**src/rtl/bsr_pkg.sv**
```systemverilog
// Shared constants and encodings for the bit shift register and its cells.
// Contents: default register width, direction encoding, per-cell next-state select.
// Imported by bsr_cell and bit_shift_register5.
package bsr_pkg;

  localparam int unsigned BSR_WIDTH_DEFAULT = 5;

  typedef enum logic {
    DIR_LEFT  = 1'b0,   // serial data enters bit 0, MSB falls out
    DIR_RIGHT = 1'b1    // serial data enters bit WIDTH-1, LSB falls out
  } dir_e;

  // Next-state select shared by every cell; decoded once in the top.
  typedef enum logic [1:0] {
    OP_HOLD = 2'd0,
    OP_SHL  = 2'd1,
    OP_SHR  = 2'd2,
    OP_LOAD = 2'd3
  } cell_op_e;

endpackage

```
**src/rtl/bsr_cell.sv**
```systemverilog
// One bit of the shift register: a flop plus its hold/shift-left/shift-right/load mux.
// Ports: clk, rst_n (async active-low), op_i (shared select), left_i/right_i (neighbour
//        or serial input), pi_i (parallel bit), q_o (registered bit).
module bsr_cell
  import bsr_pkg::*;
#(
  parameter logic RST_BIT = 1'b0
) (
  input  logic     clk,
  input  logic     rst_n,
  input  cell_op_e op_i,
  input  logic     left_i,   // lower-index neighbour (or SI at bit 0)
  input  logic     right_i,  // higher-index neighbour (or SI at bit WIDTH-1)
  input  logic     pi_i,
  output logic     q_o
);

  logic q_q;
  logic q_d;

  always_comb begin
    q_d = q_q;
    unique case (op_i)
      OP_HOLD: q_d = q_q;
      OP_SHL:  q_d = left_i;
      OP_SHR:  q_d = right_i;
      OP_LOAD: q_d = pi_i;
      default: q_d = q_q;
    endcase
  end

  always_ff @(posedge clk or negedge rst_n) begin
    if (!rst_n) q_q <= RST_BIT;
    else        q_q <= q_d;
  end

  assign q_o = q_q;

endmodule

```
**src/rtl/bit_shift_register5.sv**
```systemverilog
// Bidirectional serial-in / parallel-in shift register built from WIDTH bsr_cell instances.
// Ports: clk, rst (async active-low), SI, shift_en, dir, load, PI -> SO (flops), SOUT (comb on dir).
// Optional PARITY output (registered XOR of SO) when BIT_SHIFT_REGISTER5_PARITY_EN is defined.
module bit_shift_register5
  import bsr_pkg::*;
#(
  parameter int unsigned            WIDTH   = BSR_WIDTH_DEFAULT,
  parameter logic [WIDTH-1:0]       RST_VAL = '0
) (
  input  logic             clk,
  input  logic             rst,
  input  logic             SI,
  input  logic             shift_en,
  input  logic             dir,
  input  logic             load,
  input  logic [WIDTH-1:0] PI,
  output logic [WIDTH-1:0] SO,
  output logic             SOUT
`ifdef BIT_SHIFT_REGISTER5_PARITY_EN
  ,
  output logic             PARITY
`endif
);

  cell_op_e         op;
  logic [WIDTH-1:0] so_q;

  // Load wins over shift; direction only matters when shifting.
  always_comb begin
    op = OP_HOLD;
    if (load)              op = OP_LOAD;
    else if (shift_en)     op = (dir_e'(dir) == DIR_RIGHT) ? OP_SHR : OP_SHL;
  end

  for (genvar i = 0; i < int'(WIDTH); i++) begin : g_cell
    logic left_in;
    logic right_in;

    if (i == 0) begin : g_lsb
      assign left_in = SI;
    end else begin : g_mid_l
      assign left_in = so_q[i-1];
    end

    if (i == int'(WIDTH) - 1) begin : g_msb
      assign right_in = SI;
    end else begin : g_mid_r
      assign right_in = so_q[i+1];
    end

    bsr_cell #(
      .RST_BIT (RST_VAL[i])
    ) u_cell (
      .clk     (clk),
      .rst_n   (rst),
      .op_i    (op),
      .left_i  (left_in),
      .right_i (right_in),
      .pi_i    (PI[i]),
      .q_o     (so_q[i])
    );
  end

  assign SO   = so_q;
  assign SOUT = (dir_e'(dir) == DIR_RIGHT) ? so_q[0] : so_q[WIDTH-1];

`ifdef BIT_SHIFT_REGISTER5_PARITY_EN
  logic parity_q;
  logic parity_d;

  // parity_q always equals ^so_q, so a shift only needs the bit leaving
  // and the bit entering folded in rather than a full WIDTH-wide XOR.
  always_comb begin
    parity_d = parity_q;
    unique case (op)
      OP_HOLD: parity_d = parity_q;
      OP_SHL:  parity_d = parity_q ^ so_q[WIDTH-1] ^ SI;
      OP_SHR:  parity_d = parity_q ^ so_q[0] ^ SI;
      OP_LOAD: parity_d = ^PI;
      default: parity_d = parity_q;
    endcase
  end

  always_ff @(posedge clk or negedge rst) begin
    if (!rst) parity_q <= ^RST_VAL;
    else      parity_q <= parity_d;
  end

  assign PARITY = parity_q;
`endif

endmodule

```
**config.mk**
```make
export PLATFORM = sky130hd
export DESIGN_NAME = bit_shift_register5
export DESIGN_NICKNAME = d
export VERILOG_FILES = /design/src/rtl/bsr_pkg.sv /design/src/rtl/bsr_cell.sv /design/src/rtl/bit_shift_register5.sv
export SDC_FILE = /design/constraint.sdc
export NUM_CORES = 1
export LEC_CHECK = 0
export BUFFER_PORTS_ARGS = -buffer_cell sky130_fd_sc_hd__buf_4
export CORE_AREA = 2 2 39 41
export CTS_CLUSTER_SIZE = 40
export DETAILED_ROUTE_END_ITERATION = 7
export DIE_AREA = 0 0 41 43
export RECOVER_POWER = 50
export SLEW_MARGIN = 15
export SYNTH_ARGS = -nofsm -noshare
export SYNTH_HDL_FRONTEND = slang
export SYNTH_SLANG_ARGS = --single-unit
export TNS_END_PERCENT = 20
```
**constraint.sdc**
```tcl
create_clock -name clk -period 0.8 [get_ports clk]
set_input_delay 0.12 -clock clk [delete_from_list [all_inputs] [get_ports clk]]
set_output_delay 0.12 -clock clk [all_outputs]
set_load 0.05 [all_outputs]
```
==> results of run 1 <==
==> area by class of cell <==
cell class / instances / share of cell area
repair buffers: 26 / 0.406
multi-input cells: 22 / 0.298
clock buffers: 4 / 0.0454
flip-flops and latches: 5 / 0.216
well taps: 16 / 0.0346
==> cells in the final DEF (no fill, tap or decap) <==
master | netlist | routed
sky130_fd_sc_hd__buf_4 | 5 | 16
sky130_fd_sc_hd__buf_6 | 1 | 5
sky130_fd_sc_hd__buf_8 | 0 | 3
sky130_fd_sc_hd__clkbuf_1 | 0 | 2
sky130_fd_sc_hd__clkbuf_4 | 0 | 3
sky130_fd_sc_hd__dfrtp_1 | 5 | 5
sky130_fd_sc_hd__dlygate4sd3_1 | 0 | 1
sky130_fd_sc_hd__mux2_4 | 0 | 1
sky130_fd_sc_hd__mux2i_1 | 5 | 5
sky130_fd_sc_hd__nand2_1 | 5 | 5
sky130_fd_sc_hd__o211ai_1 | 5 | 5
sky130_fd_sc_hd__or2b_1 | 1 | 1
sky130_fd_sc_hd__or3b_1 | 5 | 5
==> repair_timing <==
item | 4_1_cts | 5_1_grt
setup buffers | 3 | 2
setup endpoints to repair | 11 | 11
endpoints found under the hold margin | 5 | 0
gates resized for setup | 8 | 3
hold buffers | 1 | 0
==> metrics by stage <==
| stage | area [um2] | hold WS, ns | setup TNS (ns) | power, mW | util |
|---|---|---|---|---|---|
| floorplan | 352 | -0.176 | -0.262 | 0.556 | - |
| global placement | 468 | -0.0735 | -0.591 | 0.649 | 0.338 |
| detailed placement | 468 | -0.0724 | -0.648 | 0.649 | 0.338 |
| CTS | 557 | 0.105 | -2.19 | 1.01 | 0.402 |
| global route | 579 | 0.109 | -2.83 | 1.09 | 0.419 |
| finish | 579 | 0.108 | -2.42 | 1.03 | 0.419 |
==> synthesized netlist by cell type <==
master	n
sky130_fd_sc_hd__o211ai_1	5
sky130_fd_sc_hd__buf_2	1
sky130_fd_sc_hd__or2b_1	1
sky130_fd_sc_hd__mux2i_1	5
sky130_fd_sc_hd__mux2_2	1
sky130_fd_sc_hd__dfrtp_1	5
sky130_fd_sc_hd__buf_4	5
sky130_fd_sc_hd__buf_6	1
sky130_fd_sc_hd__or3b_1	5
sky130_fd_sc_hd__nand2_1	5
==> cell families (layout without fill, tap and decap cells) <==
kind of cell,count (synthesis),count (layout),share of synthesized area
AO/OA/AOI/OAI,5,5,0.108
multiplexers,6,6,0.176
buffers and inverters,7,30,0.155
AND/OR/NAND/NOR,11,11,0.201
flip-flops,5,5,0.360
==> critical path, stage by stage (launching register included) <==
cell	delay, ns
sky130_fd_sc_hd__dfrtp_1	0.37
sky130_fd_sc_hd__mux2_4	0.28
sky130_fd_sc_hd__buf_8	0.15
==> routing by layer <==
metal / up-vias / GRT usage / wire, um
li1: 166 / - / -
met1: 140 / 0.137 / 397
met2: 15 / 0.138 / 347
met3: 0 / 0.0524 / 91
met4: 0 / 0.0600 / 0
met5: - / 0 / 0
==> where the power goes <==
part / total, mW / internal (mW) / switching, mW
sequential: 0.301 / 0.281 / 0.0204
clock: 0.293 / 0.189 / 0.104
combinational: 0.437 / 0.219 / 0.218
==> worst paths after layout <==
| kind | slack [ns] | to | depth (start not counted) |
|---|---|---|---|
| max | -0.36 | SOUT | 2 |
| min | 0.11 | g_cell[2].u_cell.q_o | 3 |
| max reg2reg | -0.25 | g_cell[4].u_cell.q_o | 4 |
| min reg2reg | 0.71 | g_cell[3].u_cell.q_o | 2 |
| max in group asynchronous | 0.31 | g_cell[3].u_cell.q_o | 2 |
| min in group asynchronous | 0.26 | g_cell[0].u_cell.q_o | 2 |
==> results.md, run 1 <==
Cells and area:
- The signed area change from the synthesized netlist to the final layout is 66.5%.
- The fraction of final layout cells with drive strength greater than 1 is 0.491.
- The flip-flop count of the largest register, all copies and words added is 5.
- The net count of the finished layout is 69.
- The fill cell instance count of the final layout is 147.
- The post-layout instance count excluding filler cells is 73.
- The area occupied by multi-input gates is 173 um2.
- The number of antenna diodes in the final layout is 0.
- Summing all flip-flop and latch instances after layout gives 125 um2.

Timing:
- Setup repair after global routing could not meet its margin everywhere.
- The slack of the critical path is -0.357 ns.
- Dividing the final minimum period by the clock period gives 1.45.
- The final critical delay including setup and external delays is 1.16 ns.
- The worst slew slack as a fraction of its limit is 0.813.
- The count of final hold-check violations came to 0.
- The final count of pins violating max slew came to 0.
- The transition time of the tightest slew-check pin is 0.280 ns.
- The number of setup violations in the final report is 11.
- The fmax is 864 MHz.
- The worst setup skew after layout is 0.00522 ns.

Worst setup path:
- STA classifies the critical path startpoint as a flip-flop.
- The required time of the critical path is 0.68 ns.
- The kind of end point of the critical path is an output pin.
- Along the worst path, the maximum fanout reaches 2.
- The worst setup path is of the reg -> out kind.
- The critical register-to-register path startpoint is g_cell[4].u_cell.q_o.
- The start point of the critical path is g_cell[4].u_cell.q_o.
- The data arrival time of the worst path is 1.04 ns.

Place:
- During placement, the flow inserted port buffers numbering 16.
- At the end of routability-driven placement, the weighted congestion stood at 0.695.
- The final HPWL from detailed placement is 623 um.
- The placed instance count is 63.
- The minimum setup slack after placement is -0.167 ns.

Synthesis:
- The number of register bits inferred by synthesis is 5.
- Ranked by total cell area, the synthesized netlist is headed by sky130_fd_sc_hd__dfrtp_1 36%, sky130_fd_sc_hd__mux2i_1 14%, sky130_fd_sc_hd__or3b_1 13%.
- The total of warnings raised by yosys is 0.
- Of all cell types, the one taking the most synthesized area is sky130_fd_sc_hd__dfrtp_1.
- After synthesis the cells add up to 348 um2.
- Of the post-synthesis cell area, the dominant cell type holds 0.360.
- The cell count after synthesis came out at 34.
- The mean post-synth cell area is 10.2 um2.
- The number of nets in the synthesized netlist is 45.
- The sequential area share after synthesis is 0.360.
- The count of different cell masters after synthesis is 10.

Run:
- Across the run, the number of max-cap violations was 0.

Floorplanning:
- The effective utilization at floorplan is 0.251.
- After floorplanning, the core was sized to cover 1380 um2.
- The die span in y is 43 um.
- The die covers 1760 um2.
- The floorplan step set the die width to 41 um.
- The boundary pin count is 17.
- Row generation in the floorplan step produced 14 rows.

Route:
- The per-cell routed wire length is 11.5 um.
- The number of vias per cell is 4.40.
- The total number of vias is 321.
- The count of routing violations after the opening detailed-route iteration is 1.
- For this run, design rule violations remaining after detail routing come to 0.
- The routed wire length is 836 um.
- Before antenna repair, the detailed router went through 2 iterations.
- In this run the remaining antenna-violating nets after routing total 0.

Global route:
- The number of global-route vias before repair is 298.
- The overall routing resource usage is 0.106.
- The number of antenna violations at the first check in global routing is 0.
- Entering global routing, the biggest net connects 12 pins.
- The first-pass GRT wire length is 1220 um.
- Summed over all layers, the global routing overflow is 0.

Clock tree:
- The tree is rooted in a sky130_fd_sc_hd__clkbuf_4.
- TritonCTS built the clock tree.
- The total number of clock tree sinks is 5.
- The total number of H-tree levels is 1.
- The clock network latency to the later pin of the worst-skew pair is 0.24 ns.
- The clock buffer count from CTS is 3.
- After clock tree synthesis, the clock-pin slew on the worst setup and hold paths is 0.05 ns.
- The maximum root-to-sink buffer count is 2.

Hold path:
- In this run the most critical hold path is launched from PI[2].
- The worst hold path class is in -> reg.

Outcome:
- The checks that failed: setup timing.
- The run finished, with violations left.

Power:
- The worst supply voltage drop on vdd is 0.751 mV.
- The power per unit of standard cell area is 1780 nW/um2.
- In this run the static leakage power is 0.282 nW.
(Power assumes the default switching activity.)
==> run 2: changes to the inputs <==
==> constraint.sdc (replaced) <==
create_clock -name clk -period 0.8 [get_ports clk]
set_input_delay 0.04 -clock clk [delete_from_list [all_inputs] [get_ports clk]]
set_output_delay 0.04 -clock clk [all_outputs]
set_load 0.05 [all_outputs]
==> run 2 against run 1 <==
  * The run still ends with setup timing left
  * Maximum frequency rose by 5.8%
  * Sequential share of layout area increased by 2.5 points
  * Non-clock buffer count fell by 5
  * Clock skew decreased by 0.0052 ns
  * Critical path depth stayed put
  * Design area down 10%
  * Count of clock-buffer cells in the layout is the same
  * Combinational power decreased by 14%
  * Via count decreased by 0.93%
  * Critical path type unchanged
  * Critical endpoint unchanged
  * Largest power group unchanged
==> results.md, run 2 (synthesized netlist as in run 1, its figures left out) <==
Cells and area:
- The post-layout instance count excluding filler cells is 68.
- For this run, the share of the core covered by cells in the final layout is 0.375.
- The fraction of final layout cells with drive strength greater than 1 is 0.442.
- The most frequent standard cell in the layout excluding fill and tap cells is sky130_fd_sc_hd__buf_4.
- The finished cells cover 519 um2.
- Compared with the post-synthesis result, the final layout area differs by 49.3%.
- In the layout the commonest cells are 13 x sky130_fd_sc_hd__buf_4, 6 x sky130_fd_sc_hd__buf_6.
- The number of antenna repair diodes is 0.
- The register with the most flip-flops in the layout has 5 of them.
- For this run, the post-layout net count is 64.

Route:
- The routed layout has 318 vias.
- The detailed router finished its first iteration with 0 violations.
- For this run, the detailed router's first-pass iteration total came to 1.
- The number of vias per cell is 4.68.
- The routed design has 865 um of wire.
- Dividing the detail-routed wire length by the instance count gives 12.7 um.
- The detailed-route DRC error count is 0.
- The number of routed nets with antenna violations is 0.

Hold path:
- The startpoint identified for the worst hold timing path is PI[4].
- The worst hold path class is in -> reg.
- Counting instances, the worst hold path has a depth of 3.
- The worst hold path terminates at g_cell[4].u_cell.q_o.

Worst setup path:
- The critical path launch point type is a flip-flop.
- The critical path in this run is classified as reg -> out.
- Setup slack on the worst reg-to-reg path comes out at -0.18 ns.
- The worst setup path is captured at an output pin.
- The data arrival time of the worst path is 1.05 ns.
- In this run the critical register-to-register path is launched from g_cell[4].u_cell.q_o.
- The start point of the critical path is g_cell[0].u_cell.q_o.
- For the worst flop-to-flop path, the logic depth is 3.
- The required time of the critical path is 0.76 ns.
- The end of the worst register-to-register path is g_cell[4].u_cell.q_o.
- Of all nets on the critical path, the largest fanout is 2.

Clock tree:
- The clock tree from TritonCTS is built.
- The CTS root buffer is sky130_fd_sc_hd__clkbuf_4.
- In this run the number of H-tree levels came out at 1.
- The clock buffer count from CTS is 3.
- Counting along the longest clock path gives a buffer depth of 2.
- The clock drives 5 sinks.
- After clock tree synthesis, the clock-pin slew on the worst setup and hold paths is 0.04 ns.
- The clock reaches the later pin of the worst-skew pair after 0.25 ns.

Global route:
- The number of global-route vias before repair is 350.
- The first-pass GRT wire length is 1410 um.
- Across every metal layer, demand over resource in global routing totals 0.122.
- After global routing the overflow that remains totals 0.
- Entering global routing, the biggest net connects 12 pins.
- The number of antenna violations at the first check in global routing was 0.

Power:
- Dividing total power by cell area gives a power density of 1890 nW/um2.
- The leakage power total is 0.247 nW.
- After layout, the design draws a total of 982 uW.
- IR analysis of the VDD net gives a maximum drop of 0.684 mV.

Timing:
- The slack of the critical path is -0.294 ns.
- The ratio of final minimum period to clock period is 1.37.
- The post-route setup TNS is -1.72 ns.
- Subtracting the final worst setup slack from the clock period gives 1.09 ns.
- The transition time of the tightest slew-check pin is 0.315 ns.
- Headroom to the max-slew limit came out at 0.790.
- The final count of pins violating max slew is 0.
- The count of final hold-check violations came to 0.
- Setup violations remaining at the end of the flow were counted as 11.
- Setup repair after global routing could not meet its margin everywhere.
- The fmax is 914 MHz.
- Across the routed clock network, the largest skew measured is 0.0000502 ns.

Place:
- The congestion estimate from routability-driven global placement came to 0.623.
- The placed instance count is 61.
- The post-place instance area is 449 um2.
- Input and output buffers added on the ports amount to 16.

Outcome:
- The run finished, with violations left.
- The checks that failed: setup timing.

Floorplanning:
- The floorplan has 14 rows.
- Pin placement for this block handled 17 I/O pins.
- The effective utilization at floorplan is 0.251.
- The total area inside the core boundary comes to 1380 um2.
- From left edge to right edge, the die measures 41 um.
- The die covers 1760 um2.
- In this run the vertical extent of the chip is 43 um.

Run:
- Across the run, the number of max-cap violations was 0.
run 2: through the flow:
stage / worst slack, ns / hold slack (ns)
2_1_floorplan: -0.0431 / -0.256
3_3_place_gp: -0.101 / -0.152
3_5_place_dp: -0.111 / -0.153
4_1_cts: -0.304 / 0.0178
5_1_grt: -0.323 / 0.0290
6_report: -0.294 / 0.0170
run 2: where the power goes:
group	switching, mW	internal, mW
sequential	0.0241	0.281
clock	0.113	0.189
combinational	0.206	0.168
total	0.343	0.639
run 2: how the worst max path moves through the flow:
stage	cells after the start	end	slack, ns
detailed placement	2	g_cell[1].u_cell.q_o	-0.11
global route	2	SOUT	-0.32
CTS	2	SOUT	-0.30
finish	2	SOUT	-0.29
global placement	2	g_cell[0].u_cell.q_o	-0.10
floorplan	2	g_cell[1].u_cell.q_o	-0.04
run 2: final cells by class:
class                           count  area, um2
Clock buffer                        4       26.3
Fill cell                         151        865
Multi-Input combinational cell     22        169
Sequential cell                     5        125
Tap cell                           16       20.0
Timing Repair Buffer               21        179
run 2: repair_timing:
action                                  4_1_cts  5_1_grt
endpoints found under the setup margin       11       11
hold buffers                                  1        0
endpoints found under the hold margin         5        0
setup buffers                                 2        0
gates resized for setup                       6        0
run 2: worst max-delay path, cell delays in order (launching register included):
cell,delay [ns]
sky130_fd_sc_hd__dfrtp_1,0.37
sky130_fd_sc_hd__mux2_2,0.28
sky130_fd_sc_hd__buf_6,0.15
run 2: per-layer routing:
metal	GRT usage	wire length [um]
met2	0.194	404
met5	0	0
met3	0.0471	85
met4	0.0600	17
met1	0.133	358
